==> src/rtl/cpu_pipe_pkg.sv <==
// Shared payload definitions for the CPU stage-boundary buffers.
// Each stage payload is a packed struct whose width is exported for use as a buffer WIDTH.
package cpu_pipe_pkg;

  localparam int OPCODE_W   = 4;
  localparam int REG_ADDR_W = 6;
  localparam int DATA_W     = 32;
  localparam int IMM_W      = 22;
  localparam int IMM_INC_W  = 16;

  localparam logic [OPCODE_W-1:0] NOP_OPCODE = '0;

  typedef struct packed {
    logic [DATA_W-1:0] pc;
    logic [DATA_W-1:0] instr;
  } if_id_t;

  typedef struct packed {
    logic [DATA_W-1:0]     pc;
    logic [OPCODE_W-1:0]   opcode;
    logic [REG_ADDR_W-1:0] rd;
    logic [REG_ADDR_W-1:0] rs1;
    logic [REG_ADDR_W-1:0] rs2;
    logic [DATA_W-1:0]     rs1_val;
    logic [DATA_W-1:0]     rs2_val;
    logic [IMM_W-1:0]      imm;
    logic [IMM_INC_W-1:0]  imm_inc;
    logic                  mem_rd;
    logic                  mem_wr;
    logic                  reg_wr;
  } id_ex_t;

  typedef struct packed {
    logic [OPCODE_W-1:0]   opcode;
    logic [REG_ADDR_W-1:0] rd;
    logic [DATA_W-1:0]     result;
    logic                  reg_wr;
  } ex_wb_t;

  localparam int IF_ID_W = $bits(if_id_t);
  localparam int ID_EX_W = $bits(id_ex_t);
  localparam int EX_WB_W = $bits(ex_wb_t);

  // Bubble payloads: NOP opcode and no architectural side effects.
  function automatic id_ex_t id_ex_nop();
    id_ex_t p;
    p        = '0;
    p.opcode = NOP_OPCODE;
    return p;
  endfunction

  function automatic ex_wb_t ex_wb_nop();
    ex_wb_t p;
    p        = '0;
    p.opcode = NOP_OPCODE;
    return p;
  endfunction

endpackage

==> src/rtl/pipe_stage_buffer.sv <==
// Elastic stage-boundary register: DEPTH-entry FIFO with valid/ready, stall, flush
// and a NOP bubble on the output whenever the buffer is empty.
module pipe_stage_buffer
  import cpu_pipe_pkg::*;
#(
  parameter int               WIDTH   = DATA_W,
  parameter int               DEPTH   = 2,
  parameter logic [WIDTH-1:0] NOP_VAL = '0
) (
  input  logic                         clock,
  input  logic                         reset_n,
  input  logic                         in_valid,
  output logic                         in_ready,
  input  logic [WIDTH-1:0]             in_data,
  output logic                         out_valid,
  input  logic                         out_ready,
  output logic [WIDTH-1:0]             out_data,
  input  logic                         flush,
  output logic [$clog2(DEPTH+1)-1:0]   count
);

  localparam int PTR_W = (DEPTH > 1) ? $clog2(DEPTH) : 1;
  localparam int CNT_W = $clog2(DEPTH + 1);

  logic [WIDTH-1:0] mem_q [DEPTH];
  logic [PTR_W-1:0] rd_ptr_q, rd_ptr_d;
  logic [PTR_W-1:0] wr_ptr_q, wr_ptr_d;
  logic [CNT_W-1:0] count_q, count_d;
  logic             push, pop;

  // Explicit wrap so non-power-of-two depths never index past the last entry.
  function automatic logic [PTR_W-1:0] ptr_inc(input logic [PTR_W-1:0] p);
    return (p == PTR_W'(DEPTH - 1)) ? '0 : p + PTR_W'(1);
  endfunction

  assign in_ready  = (count_q < CNT_W'(DEPTH));
  assign out_valid = (count_q != '0);
  assign out_data  = out_valid ? mem_q[rd_ptr_q] : NOP_VAL;
  assign count     = count_q;

  assign push = in_valid && in_ready;
  assign pop  = out_valid && out_ready;

  always_comb begin
    rd_ptr_d = rd_ptr_q;
    wr_ptr_d = wr_ptr_q;
    count_d  = count_q;
    if (flush) begin
      rd_ptr_d = '0;
      wr_ptr_d = '0;
      count_d  = '0;
    end else begin
      if (push) wr_ptr_d = ptr_inc(wr_ptr_q);
      if (pop)  rd_ptr_d = ptr_inc(rd_ptr_q);
      if (push && !pop) begin
        count_d = count_q + CNT_W'(1);
      end else if (pop && !push) begin
        count_d = count_q - CNT_W'(1);
      end
    end
  end

  always_ff @(posedge clock or negedge reset_n) begin
    if (!reset_n) begin
      rd_ptr_q <= '0;
      wr_ptr_q <= '0;
      count_q  <= '0;
    end else begin
      rd_ptr_q <= rd_ptr_d;
      wr_ptr_q <= wr_ptr_d;
      count_q  <= count_d;
    end
  end

  // Storage needs no reset: empty entries are never shown on out_data.
  always_ff @(posedge clock) begin
    if (push && !flush) begin
      mem_q[wr_ptr_q] <= in_data;
    end
  end

endmodule

==> config.mk <==
export PLATFORM = sky130hd
export DESIGN_NAME = pipe_stage_buffer
export DESIGN_NICKNAME = d
export VERILOG_FILES = /design/src/rtl/cpu_pipe_pkg.sv /design/src/rtl/pipe_stage_buffer.sv
export SDC_FILE = /design/constraint.sdc
export NUM_CORES = 1
export LEC_CHECK = 0
export CORE_MARGIN = 2
export CORE_UTILIZATION = 31
export CTS_BUF_LIST = sky130_fd_sc_hd__clkbuf_8
export DETAILED_ROUTE_END_ITERATION = 8
export PLACE_DENSITY = 0.57
export SKIP_CTS_REPAIR_TIMING = 1
export SLEW_MARGIN = 25
export SYNTH_ARGS = -nofsm -noshare
export SYNTH_HDL_FRONTEND = slang
export SYNTH_SLANG_ARGS = --single-unit
==> constraint.sdc <==
create_clock -name clock -period 3.7 [get_ports clock]
set_input_delay 0.555 -clock clock [delete_from_list [all_inputs] [get_ports clock]]
set_output_delay 0.555 -clock clock [all_outputs]
set_load 0.03 [all_outputs]
==> report_table.html, run 1 <==
<table>
<tr><th>Metric</th><th>Value</th></tr>
<tr><th colspan="2">Run status</th></tr>
<tr><td>Status</td><td>finished, final reports clean</td></tr>
<tr><th colspan="2">Timing</th></tr>
<tr><td>Period utilization</td><td>about three quarters</td></tr>
<tr><td>Final sum of negative setup slack</td><td>0 ns</td></tr>
<tr><td>Fin crit period</td><td>~2.8 ns</td></tr>
<tr><td>Headroom to the max-slew limit</td><td>a little under half</td></tr>
<tr><td>Unrepaired setup endpoints after global routing</td><td>false</td></tr>
<tr><td>Total count of max-transition violations in the final report</td><td>0</td></tr>
<tr><td>Highest clock rate</td><td>~0.36 GHz</td></tr>
<tr><td>Final setup violation count</td><td>0</td></tr>
<tr><td>Worst-Margin Slew</td><td>0.8184 ns</td></tr>
<tr><td>Clock skew after layout</td><td>between 0.008 and 0.009 ns</td></tr>
<tr><td>Worst Setup Slack, final</td><td>0.8892 ns</td></tr>
<tr><td>Final count of hold timing violations</td><td>0</td></tr>
<tr><th colspan="2">Layout</th></tr>
<tr><td>Filler Cell Count</td><td>roughly 760</td></tr>
<tr><td>Most common library cell in the layout ignoring fill and taps</td><td>sky130_fd_sc_hd__clkdlybuf4s50_1</td></tr>
<tr><td>Most frequent cells in the layout</td><td>72 x sky130_fd_sc_hd__clkdlybuf4s50_1, 64 x sky130_fd_sc_hd__edfxtp_1, 34 x sky130_fd_sc_hd__nor2_1</td></tr>
<tr><td>Fraction of layout instances using a drive strength above 1</td><td>between 10% and 20%</td></tr>
<tr><td>Final standard cell area without fillers</td><td>0.003742 mm2</td></tr>
<tr><td>Area delta synth-&gt;final</td><td>41.28%</td></tr>
<tr><td>Diodes inserted</td><td>0</td></tr>
<tr><td>Final-stage net count</td><td>~280</td></tr>
<tr><th colspan="2">Clocking</th></tr>
<tr><td>Clock Latency Late Sink</td><td>0.33 ns</td></tr>
<tr><td>CTS clock-pin slew for the worst setup and hold paths</td><td>approximately 0.070 ns</td></tr>
<tr><td>TritonCTS clock tree</td><td>yes</td></tr>
<tr><td>Number of buffers added by the clock tree synthesis step</td><td>9</td></tr>
<tr><td>CTS max path bufs</td><td>2</td></tr>
<tr><td>Sink count of the clock tree</td><td>a little under 70</td></tr>
<tr><td>Root Buffer Master</td><td>sky130_fd_sc_hd__clkbuf_8</td></tr>
<tr><td>H-tree levels</td><td>3</td></tr>
<tr><th colspan="2">Setup path</th></tr>
<tr><td>Startpoint-to-endpoint class of the critical path</td><td>flip-flop to output port</td></tr>
<tr><td>Slowest CP cell</td><td>sky130_fd_sc_hd__nor2_4</td></tr>
<tr><td>Worst stage delay on the critical path</td><td>0.68 ns</td></tr>
<tr><td>Arrival @ worst endpoint</td><td>between 2 and 2.5 ns</td></tr>
<tr><td>Kind of end point of the critical path</td><td>output port</td></tr>
<tr><td>Number of cell instances on the worst register-to-register path</td><td>3</td></tr>
<tr><td>Startpoint kind of the worst setup timing path</td><td>flip-flop</td></tr>
<tr><td>Worst-path cell chain</td><td>nor2_4 &gt; nor2_1 &gt; clkdlybuf4s50_1</td></tr>
<tr><td>FF-to-FF setup slack</td><td>about 2.2 ns</td></tr>
<tr><td>CP max FO</td><td>33</td></tr>
<tr><td>Data required, critical path</td><td>3.14 ns</td></tr>
<tr><th colspan="2">Power and ir drop</th></tr>
<tr><td>Standby leakage power</td><td>~1.3 nW</td></tr>
<tr><td>Pwr per Cell Area</td><td>491.5 mW/mm2</td></tr>
<tr><td>Overall power after layout</td><td>between 0.0015 and 0.002 W</td></tr>
<tr><td>Worst voltage drop across the vdd grid</td><td>approximately 0.27 mV</td></tr>
<tr><th colspan="2">Synthesis</th></tr>
<tr><td>Count of unique library cells instantiated by Yosys</td><td>21</td></tr>
<tr><td>Post-synthesis sequential element count</td><td>between 60 and 70</td></tr>
<tr><td>Mapped cell area</td><td>approximately 0.0026 mm2</td></tr>
<tr><td>Syn_nets</td><td>about 200</td></tr>
<tr><td>Top cell type's share of synthesized area</td><td>72.56%</td></tr>
<tr><td>Synth area leaders</td><td>sky130_fd_sc_hd__edfxtp_1 73%, sky130_fd_sc_hd__mux2i_1 12%, sky130_fd_sc_hd__nor2_1 4.8%</td></tr>
<tr><td>Main flop type after synthesis</td><td>sky130_fd_sc_hd__edfxtp_1</td></tr>
<tr><td>YS warnings</td><td>0</td></tr>
<tr><td>Gate Count Post-Synth</td><td>between 150 and 200</td></tr>
<tr><td>Portion of the post-synthesis area used by sequential elements</td><td>between 70% and 80%</td></tr>
<tr><td>Cell taking the most area after synthesis</td><td>sky130_fd_sc_hd__edfxtp_1</td></tr>
<tr><td>Async SR Flop Fraction</td><td>under 10%</td></tr>
<tr><td>Synthesized area per cell</td><td>16.76 um2</td></tr>
<tr><td>Count of flip-flops with a built-in enable after synthesis</td><td>64</td></tr>
<tr><th colspan="2">Global routing</th></tr>
<tr><td>Wire length of the first global-routing pass</td><td>approximately 7000 um</td></tr>
<tr><td>Maximum number of pins on one net before global-route repair</td><td>34</td></tr>
<tr><td>Overall overflow remaining after global route</td><td>0</td></tr>
<tr><td>Vias in the first global route</td><td>~1,500</td></tr>
<tr><td>GRT Util Overall</td><td>10.64%</td></tr>
<tr><td>Initial antenna violation count</td><td>0</td></tr>
<tr><th colspan="2">Routing</th></tr>
<tr><td>Met3 routed wirelength</td><td>roughly 340 um</td></tr>
<tr><td>Total DRC errors in the routed layout</td><td>0</td></tr>
<tr><td>1st-pass router iterations</td><td>4</td></tr>
<tr><td>Met2 WL</td><td>around 2300 um</td></tr>
<tr><td>Vias per cell</td><td>approximately 4.3</td></tr>
<tr><td>1st-iter DRT viols</td><td>76</td></tr>
<tr><td>Routed vias</td><td>about 1,500</td></tr>
<tr><td>Routed WL per cell</td><td>between 10 and 15 um</td></tr>
<tr><td>Highest layer used for signal routing</td><td>met4</td></tr>
<tr><td>Total wire length after detailed routing</td><td>4708 um</td></tr>
<tr><td>Number of nets still failing antenna checks after routing</td><td>0</td></tr>
<tr><td>WL met1</td><td>2012 um</td></tr>
<tr><th colspan="2">Placed design</th></tr>
<tr><td>Pre-CTS setup slack</td><td>1.213 ns</td></tr>
<tr><td>Last weighted congestion value of the routability-driven placer</td><td>~0.64</td></tr>
<tr><td>DPL Wire Length</td><td>2956 um</td></tr>
<tr><td>Area after DPL</td><td>~0.0035 mm2</td></tr>
<tr><td>Number of port buffers</td><td>72</td></tr>
<tr><th colspan="2">Job</th></tr>
<tr><td>Max-capacitance violation count</td><td>0</td></tr>
<tr><th colspan="2">Floorplanning</th></tr>
<tr><td>Effective utilization at floorplan</td><td>roughly a third</td></tr>
<tr><td>Overall die width</td><td>96.44 um</td></tr>
<tr><td>Floorplan core area</td><td>0.008258 mm2</td></tr>
<tr><td>Number of I/O pins</td><td>73</td></tr>
<tr><td>Site Rows</td><td>33</td></tr>
<tr><td>Floorplan die height</td><td>approximately 96 um</td></tr>
<tr><td>Total Die Area</td><td>between 0.009 and 0.01 mm2</td></tr>
<tr><th colspan="2">Hold path</th></tr>
<tr><td>Worst hold-check path type</td><td>primary input to asynchronous set/reset pin</td></tr>
</table>
[through the flow]
step	hold WS, ns	util (%)	cells
2_1_floorplan	0.2594	-	158
3_3_place_gp	0.5571	42.52	333
3_5_place_dp	0.5671	42.52	333
4_1_cts	0.4063	45.32	349
5_1_grt	0.4182	45.32	349
6_report	0.4258	45.32	349
[worst max-delay path: cells and delay by family (launching register included)]
family        cells  cell delay (ns)
flops             1             0.47
simple gates      2             0.82
buf+inv           1             0.63
[path summary, 6_finish.rpt]
path | startpoint | endpoint
max | count[1] | out_data[12]
min | reset_n | count[1]
max reg2reg | count[1] | mem_q[1][10]
min reg2reg | wr_ptr_q | wr_ptr_q
max in group asynchronous | reset_n | rd_ptr_q
min in group clock | wr_ptr_q | wr_ptr_q
[layer usage]
layer / GRT usage [%] / vias up
met5: 0 / -
li1: - / 743
met4: 7.042 / 0
met2: 17.25 / 56
met1: 12.25 / 700
met3: 3.103 / 5
[cell families after synthesis]
family          synth area share, %
flops                         76.33
simple gates                  7.180
mux                           12.52
buf+inv                       2.409
compound gates               0.8974
xor+xnor                     0.6614
[flip-flops by register name, summed over array words and instances (netlist names)]
name      count
count         2
mem_q        64
rd_ptr_q      1
wr_ptr_q      1
[cells in the mapped netlist (2+ instances only)]
| library cell | number |
|---|---|
| sky130_fd_sc_hd__buf_2 | 3 |
| sky130_fd_sc_hd__dfrtp_1 | 4 |
| sky130_fd_sc_hd__nor2_1 | 34 |
| sky130_fd_sc_hd__o21ai_0 | 2 |
| sky130_fd_sc_hd__buf_6 | 3 |
| sky130_fd_sc_hd__xor2_1 | 2 |
| sky130_fd_sc_hd__inv_1 | 2 |
| sky130_fd_sc_hd__edfxtp_1 | 64 |
| sky130_fd_sc_hd__mux2i_1 | 32 |
[cell type report]
class	instances	area (um2)	share of cell area, %
clock buffer	9	123.9	3.310
clock inverter	7	107.6	2.875
inverter	2	7.507	0.2006
multi-input combinational	81	578.1	15.45
sequential	68	2023	54.06
tap	105	131.4	3.511
timing repair buffer	77	770.7	20.60
[power by group]
group          internal [W]  switching (W)
Clock              0.000441       0.000264
Combinational      0.000115       0.000134
Sequential         0.000877     0.00000932
Total               0.00143       0.000407
(Power assumes the default switching activity.)
==> run 2: changes to the inputs <==
Clock period 3.7 ns to 2.7 ns, I/O delays scaled along.
==> run 2 against run 1 <==
Compared with the run above: clock-buffer cell count did not move; total power rose by 22%; combinational power rose by 40%; flip-flop and latch count did not move; cell count rose by 0.57%; critical path depth rose by 1; register-to-register slack got worse by 1.0 ns; wire length rose by 0.23%; die area did not move; largest cell class unchanged.
==> report_table.html, run 2 (same netlist as run 1, synthesis figures left out) <==
<table>
<tr><th>Metric</th><th>Value</th></tr>
<tr><th colspan="2">Routing</th></tr>
<tr><td>1st-iter DRT viols</td><td>27</td></tr>
<tr><td>WL met1</td><td>just over 2000 um</td></tr>
<tr><td>Met2 WL</td><td>~2300 um</td></tr>
<tr><td>Vias per cell</td><td>approximately 4.3</td></tr>
<tr><td>Routed WL per cell</td><td>13.44 um</td></tr>
<tr><td>Total wire length after detailed routing</td><td>between 4000 and 5000 um</td></tr>
<tr><td>Routed vias</td><td>between 1,500 and 2,000</td></tr>
<tr><td>Met3 routed wirelength</td><td>~280 um</td></tr>
<tr><td>1st-pass router iterations</td><td>4</td></tr>
<tr><td>Highest layer used for signal routing</td><td>met4</td></tr>
<tr><td>Total DRC errors in the routed layout</td><td>0</td></tr>
<tr><td>Number of nets still failing antenna checks after routing</td><td>0</td></tr>
<tr><th colspan="2">Layout</th></tr>
<tr><td>Fraction of layout instances using a drive strength above 1</td><td>roughly an eighth</td></tr>
<tr><td>Final instance count without filler cells</td><td>roughly 350</td></tr>
<tr><td>Largest reg by FF count</td><td>mem_q</td></tr>
<tr><td>Core occupancy in the finished layout</td><td>44.79%</td></tr>
<tr><td>Filler Cell Count</td><td>772</td></tr>
<tr><td>Most common library cell in the layout ignoring fill and taps</td><td>sky130_fd_sc_hd__clkdlybuf4s50_1</td></tr>
<tr><td>Area delta synth-&gt;final</td><td>39.63%</td></tr>
<tr><td>Number of flip-flops under the largest register name</td><td>64</td></tr>
<tr><td>Final-stage net count</td><td>278</td></tr>
<tr><td>Diodes inserted</td><td>0</td></tr>
<tr><td>Most frequent cells in the layout</td><td>72 x sky130_fd_sc_hd__clkdlybuf4s50_1, 64 x sky130_fd_sc_hd__edfxtp_1, 34 x sky130_fd_sc_hd__nor2_1</td></tr>
<tr><th colspan="2">Timing</th></tr>
<tr><td>Period utilization</td><td>between 90% and 100%</td></tr>
<tr><td>Unrepaired setup endpoints after global routing</td><td>false</td></tr>
<tr><td>Highest clock rate</td><td>between 0.4 and 0.5 GHz</td></tr>
<tr><td>Final setup violation count</td><td>0</td></tr>
<tr><td>Clock skew after layout</td><td>between 0.009 and 0.01 ns</td></tr>
<tr><td>Final sum of negative setup slack</td><td>0 ns</td></tr>
<tr><td>Total count of max-transition violations in the final report</td><td>0</td></tr>
<tr><td>Final count of hold timing violations</td><td>0</td></tr>
<tr><td>Fin crit period</td><td>roughly 2.4 ns</td></tr>
<tr><td>Worst-Margin Slew</td><td>approximately 0.4 ns</td></tr>
<tr><td>Min Hold Slack</td><td>between 0.2 and 0.3 ns</td></tr>
<tr><td>Headroom to the max-slew limit</td><td>73.22%</td></tr>
<tr><th colspan="2">Global routing</th></tr>
<tr><td>Overall overflow remaining after global route</td><td>0</td></tr>
<tr><td>Vias in the first global route</td><td>~1,500</td></tr>
<tr><td>Maximum number of pins on one net before global-route repair</td><td>20</td></tr>
<tr><td>Initial antenna violation count</td><td>0</td></tr>
<tr><td>Wire length of the first global-routing pass</td><td>between 7000 and 8000 um</td></tr>
<tr><td>GRT Util Overall</td><td>11.09%</td></tr>
<tr><th colspan="2">Setup path</th></tr>
<tr><td>Number of cell instances on the worst register-to-register path</td><td>3</td></tr>
<tr><td>Startpoint of the worst-slack reg-to-reg timing path</td><td>count[1]</td></tr>
<tr><td>Startpoint-to-endpoint class of the critical path</td><td>flip-flop to output port</td></tr>
<tr><td>Beginning of the critical path</td><td>count[1]</td></tr>
<tr><td>Data required, critical path</td><td>approximately 2.3 ns</td></tr>
<tr><td>Worst-path cell chain</td><td>nor2_4 &gt; buf_12 &gt; nor2_1 &gt; clkdlybuf4s50_1</td></tr>
<tr><td>Kind of end point of the critical path</td><td>output port</td></tr>
<tr><td>Startpoint kind of the worst setup timing path</td><td>flip-flop</td></tr>
<tr><td>Worst stage delay on the critical path</td><td>roughly 0.59 ns</td></tr>
<tr><td>Slowest CP cell</td><td>sky130_fd_sc_hd__clkdlybuf4s50_1</td></tr>
<tr><td>FF-to-FF setup slack</td><td>between 1 and 1.5 ns</td></tr>
<tr><td>End of the worst register-to-register path</td><td>mem_q[1][20]</td></tr>
<tr><td>Arrival @ worst endpoint</td><td>2.04 ns</td></tr>
<tr><td>CP max FO</td><td>19</td></tr>
<tr><th colspan="2">Clocking</th></tr>
<tr><td>Sink count of the clock tree</td><td>68</td></tr>
<tr><td>CTS max path bufs</td><td>2</td></tr>
<tr><td>TritonCTS clock tree</td><td>yes</td></tr>
<tr><td>Number of buffers added by the clock tree synthesis step</td><td>9</td></tr>
<tr><td>Clock Latency Late Sink</td><td>about 0.33 ns</td></tr>
<tr><td>CTS clock-pin slew for the worst setup and hold paths</td><td>roughly 0.070 ns</td></tr>
<tr><td>H-tree levels</td><td>3</td></tr>
<tr><td>Root Buffer Master</td><td>sky130_fd_sc_hd__clkbuf_8</td></tr>
<tr><th colspan="2">Floorplanning</th></tr>
<tr><td>Floorplan die height</td><td>around 96 um</td></tr>
<tr><td>Total Die Area</td><td>just over 0.009 mm2</td></tr>
<tr><td>Number of I/O pins</td><td>73</td></tr>
<tr><td>Effective utilization at floorplan</td><td>roughly a third</td></tr>
<tr><td>Floorplan core area</td><td>~0.0083 mm2</td></tr>
<tr><td>Overall die width</td><td>around 96 um</td></tr>
<tr><td>Site Rows</td><td>33</td></tr>
<tr><th colspan="2">Job</th></tr>
<tr><td>Max-capacitance violation count</td><td>0</td></tr>
<tr><th colspan="2">Power and ir drop</th></tr>
<tr><td>Pwr per Cell Area</td><td>604.9 mW/mm2</td></tr>
<tr><td>Worst voltage drop across the vdd grid</td><td>between 0.3 and 0.4 mV</td></tr>
<tr><td>Standby leakage power</td><td>1.240 nW</td></tr>
<tr><th colspan="2">Placed design</th></tr>
<tr><td>Number of port buffers</td><td>72</td></tr>
<tr><td>DPL Wire Length</td><td>3185 um</td></tr>
<tr><td>Cell count after placement</td><td>roughly 340</td></tr>
<tr><td>Last weighted congestion value of the routability-driven placer</td><td>0.7070</td></tr>
<tr><th colspan="2">Run status</th></tr>
<tr><td>Status</td><td>finished, final reports clean</td></tr>
<tr><th colspan="2">Hold path</th></tr>
<tr><td>Worst hold-check path type</td><td>primary input to asynchronous set/reset pin</td></tr>
</table>
run 2: final cells by class:
cell class,count,area (um2),area share (%)
clock inverter,7,36.28,0.9811
clock buffer,9,123.9,3.349
tap,105,131.4,3.552
inverter,2,7.507,0.2030
sequential,68,2023,54.70
timing repair buffer,79,785.8,21.24
multi-input combinational,81,590.6,15.97
run 2: power breakdown:
group | switching (W) | internal, W
Combinational | 0.000184 | 0.000162
Clock | 0.000354 | 0.000321
Sequential | 0.0000136 | 0.00120
run 2: metrics by stage:
stage,instance area [um2],worst slack [ns],power (W)
after detailed placement,3538,0.5760,0.001592
after floorplan,2659,0.2129,0.001426
final,3699,0.2531,0.002237
after global placement,3538,0.6081,0.001589
after CTS,3699,0.1896,0.002283
after global routing,3699,0.1094,0.002355
run 2: worst max-delay path by stage:
stage	end	slack [ns]	cells after the start
2_1_floorplan	mem_q[1][0]	0.21	2
3_3_place_gp	out_data[1]	0.61	4
3_5_place_dp	out_data[11]	0.58	4
4_1_cts	out_data[11]	0.19	4
5_1_grt	out_data[0]	0.11	4
6_report	out_data[11]	0.25	4
run 2: metal layers:
metal | GRT usage (%) | vias to the layer above
li1 | - | 747
met1 | 13.04 | 709
met2 | 17.71 | 45
met3 | 3.336 | 7
met4 | 7.042 | 0
met5 | 0 | -
run 2: critical path: cells and delay by family, from the launching register on:
| kind | cells | cell delay, ns |
|---|---|---|
| buf+inv | 2 | 0.79 |
| simple gates | 2 | 0.43 |
| flops | 1 | 0.46 |
==> run 3: changes to the inputs <==
Settings changed: TNS_END_PERCENT set to 1.
==> run 3 against run 2 <==
Compared with the run above: critical path depth stayed put; wire length is 1.5% higher; clock skew is 0.0034 ns lower; global-route usage is 0.12 points higher; sequential power hardly changed; flip-flop and latch count stayed put; utilization is 0.21 points higher; non-clock buffer count stayed put; largest cell class unchanged; largest power group unchanged.
==> report_table.html, run 3 (same netlist as run 1, synthesis figures left out) <==
<table>
<tr><th>Metric</th><th>Value</th></tr>
<tr><th colspan="2">Layout</th></tr>
<tr><td>Most common library cell in the layout ignoring fill and taps</td><td>sky130_fd_sc_hd__clkdlybuf4s50_1</td></tr>
<tr><td>Multi-input gate area</td><td>about 600 um2</td></tr>
<tr><td>Largest reg by FF count</td><td>mem_q</td></tr>
<tr><td>Final-stage net count</td><td>278</td></tr>
<tr><td>Area delta synth-&gt;final</td><td>40.29%</td></tr>
<tr><td>Core occupancy in the finished layout</td><td>roughly 45%</td></tr>
<tr><td>FF/Latch Area</td><td>0.002023 mm2</td></tr>
<tr><td>Most frequent cells in the layout</td><td>72 x sky130_fd_sc_hd__clkdlybuf4s50_1, 64 x sky130_fd_sc_hd__edfxtp_1, 34 x sky130_fd_sc_hd__nor2_1</td></tr>
<tr><td>Filler Cell Count</td><td>~740</td></tr>
<tr><td>Fraction of layout instances using a drive strength above 1</td><td>between 10% and 20%</td></tr>
<tr><td>Number of flip-flops under the largest register name</td><td>between 60 and 70</td></tr>
<tr><td>Diodes inserted</td><td>0</td></tr>
<tr><td>Final instance count without filler cells</td><td>about 350</td></tr>
<tr><th colspan="2">Clocking</th></tr>
<tr><td>Number of buffers added by the clock tree synthesis step</td><td>9</td></tr>
<tr><td>H-tree levels</td><td>3</td></tr>
<tr><td>TritonCTS clock tree</td><td>yes</td></tr>
<tr><td>CTS clock-pin slew for the worst setup and hold paths</td><td>around 0.07 ns</td></tr>
<tr><td>Clock Latency Late Sink</td><td>about 0.34 ns</td></tr>
<tr><td>Root Buffer Master</td><td>sky130_fd_sc_hd__clkbuf_8</td></tr>
<tr><td>Sink count of the clock tree</td><td>68</td></tr>
<tr><td>CTS max path bufs</td><td>2</td></tr>
<tr><th colspan="2">Routing</th></tr>
<tr><td>Number of nets still failing antenna checks after routing</td><td>0</td></tr>
<tr><td>WL met1</td><td>2052 um</td></tr>
<tr><td>Highest layer used for signal routing</td><td>met4</td></tr>
<tr><td>Total DRC errors in the routed layout</td><td>0</td></tr>
<tr><td>Met3 routed wirelength</td><td>312 um</td></tr>
<tr><td>Total wire length after detailed routing</td><td>about 4800 um</td></tr>
<tr><td>1st-pass router iterations</td><td>4</td></tr>
<tr><td>Vias per cell</td><td>4.322</td></tr>
<tr><td>1st-iter DRT viols</td><td>62</td></tr>
<tr><td>Routed WL per cell</td><td>13.64 um</td></tr>
<tr><td>Routed vias</td><td>between 1,500 and 2,000</td></tr>
<tr><td>Met2 WL</td><td>about 2300 um</td></tr>
<tr><th colspan="2">Global routing</th></tr>
<tr><td>Vias in the first global route</td><td>1,531</td></tr>
<tr><td>Wire length of the first global-routing pass</td><td>7293 um</td></tr>
<tr><td>Overall overflow remaining after global route</td><td>0</td></tr>
<tr><td>Maximum number of pins on one net before global-route repair</td><td>34</td></tr>
<tr><td>Initial antenna violation count</td><td>0</td></tr>
<tr><td>GRT Util Overall</td><td>11.21%</td></tr>
<tr><th colspan="2">Timing</th></tr>
<tr><td>Min Hold Slack</td><td>~0.28 ns</td></tr>
<tr><td>Unrepaired setup endpoints after global routing</td><td>false</td></tr>
<tr><td>Fin crit period</td><td>about 2.3 ns</td></tr>
<tr><td>Highest clock rate</td><td>approximately 0.43 GHz</td></tr>
<tr><td>Final sum of negative setup slack</td><td>0 ns</td></tr>
<tr><td>Final setup violation count</td><td>0</td></tr>
<tr><td>Headroom to the max-slew limit</td><td>roughly 77%</td></tr>
<tr><td>Clock skew after layout</td><td>0.005698 ns</td></tr>
<tr><td>Period utilization</td><td>86.92%</td></tr>
<tr><td>Total count of max-transition violations in the final report</td><td>0</td></tr>
<tr><td>Final count of hold timing violations</td><td>0</td></tr>
<tr><td>Worst-Margin Slew</td><td>about 0.34 ns</td></tr>
<tr><th colspan="2">Power and ir drop</th></tr>
<tr><td>Pwr per Cell Area</td><td>approximately 630 mW/mm2</td></tr>
<tr><td>Worst voltage drop across the vdd grid</td><td>~0.27 mV</td></tr>
<tr><td>Standby leakage power</td><td>approximately 1.2 nW</td></tr>
<tr><td>Overall power after layout</td><td>about 0.0023 W</td></tr>
<tr><th colspan="2">Setup path</th></tr>
<tr><td>Data required, critical path</td><td>2.30 ns</td></tr>
<tr><td>CP max FO</td><td>16</td></tr>
<tr><td>Kind of end point of the critical path</td><td>output port</td></tr>
<tr><td>Startpoint-to-endpoint class of the critical path</td><td>flip-flop to output port</td></tr>
<tr><td>Beginning of the critical path</td><td>count[1]</td></tr>
<tr><td>Startpoint of the worst-slack reg-to-reg timing path</td><td>count[1]</td></tr>
<tr><td>Number of cell instances on the worst register-to-register path</td><td>3</td></tr>
<tr><td>FF-to-FF setup slack</td><td>around 1.2 ns</td></tr>
<tr><td>Arrival @ worst endpoint</td><td>1.94 ns</td></tr>
<tr><td>Startpoint kind of the worst setup timing path</td><td>flip-flop</td></tr>
<tr><td>End of the worst register-to-register path</td><td>mem_q[1][17]</td></tr>
<tr><th colspan="2">Floorplanning</th></tr>
<tr><td>Total Die Area</td><td>~0.0093 mm2</td></tr>
<tr><td>Site Rows</td><td>33</td></tr>
<tr><td>Overall die width</td><td>roughly 96 um</td></tr>
<tr><td>Number of I/O pins</td><td>between 70 and 80</td></tr>
<tr><td>Floorplan die height</td><td>96.44 um</td></tr>
<tr><td>Effective utilization at floorplan</td><td>32.08%</td></tr>
<tr><td>Floorplan core area</td><td>about 0.0083 mm2</td></tr>
<tr><th colspan="2">Placed design</th></tr>
<tr><td>Last weighted congestion value of the routability-driven placer</td><td>just over 0.7</td></tr>
<tr><td>DPL Wire Length</td><td>about 3100 um</td></tr>
<tr><td>Cell count after placement</td><td>335</td></tr>
<tr><td>Number of port buffers</td><td>72</td></tr>
<tr><th colspan="2">Hold path</th></tr>
<tr><td>Worst hold-check path type</td><td>primary input to asynchronous set/reset pin</td></tr>
<tr><th colspan="2">Run status</th></tr>
<tr><td>Status</td><td>finished, final reports clean</td></tr>
<tr><th colspan="2">Job</th></tr>
<tr><td>Max-capacitance violation count</td><td>0</td></tr>
</table>
-- run 3: cell count changes in the layout (fill, tap and decap cells not counted), sizes merged --
cell      delta
clkinv       -2
bufinv       +1
clkinvlp     +1
-- run 3: metal layers --
| metal | vias up | GRT usage, % |
|---|---|---|
| met2 | 51 | 17.82 |
| li1 | 741 | - |
| met4 | 0 | 7.394 |
| met1 | 715 | 13.06 |
| met5 | - | 0 |
| met3 | 10 | 3.491 |
-- run 3: worst max-delay path by stage --
stage / end / slack, ns / depth (start not counted)
after CTS: out_data[24] / 0.30 / 4
after detailed placement: out_data[24] / 0.68 / 4
after global routing: out_data[22] / 0.20 / 4
after global placement: out_data[24] / 0.67 / 4
after floorplan: mem_q[0][0] / -0.71 / 2
final: out_data[24] / 0.35 / 4
-- run 3: stage by stage --
step,setup slack (ns),cell area [um2]
global route,0.1979,3716
floorplan,-0.7103,2654
detailed placement,0.6764,3532
finish,0.3532,3716
CTS,0.3040,3716
global placement,0.6698,3532
-- run 3: cell type report --
class	instances	area share, %
multi-input combinational	81	15.72
timing repair buffer	79	21.14
sequential	68	54.44
clock inverter	7	1.616
tap	105	3.535
clock buffer	9	3.333
inverter	2	0.2020
-- run 3: worst max-delay path, cell delays in order, from the launching register on --
cell and delay (ns):
sky130_fd_sc_hd__dfrtp_1 0.50, sky130_fd_sc_hd__nor2_4 0.07, sky130_fd_sc_hd__buf_4 0.20, sky130_fd_sc_hd__nor2_1 0.14
sky130_fd_sc_hd__clkdlybuf4s50_1 0.69
-- run 3: where the power goes --
group | internal, W | switching [W]
Combinational | 0.000161 | 0.000186
Clock | 0.000415 | 0.000359
Sequential | 0.00120 | 0.0000136
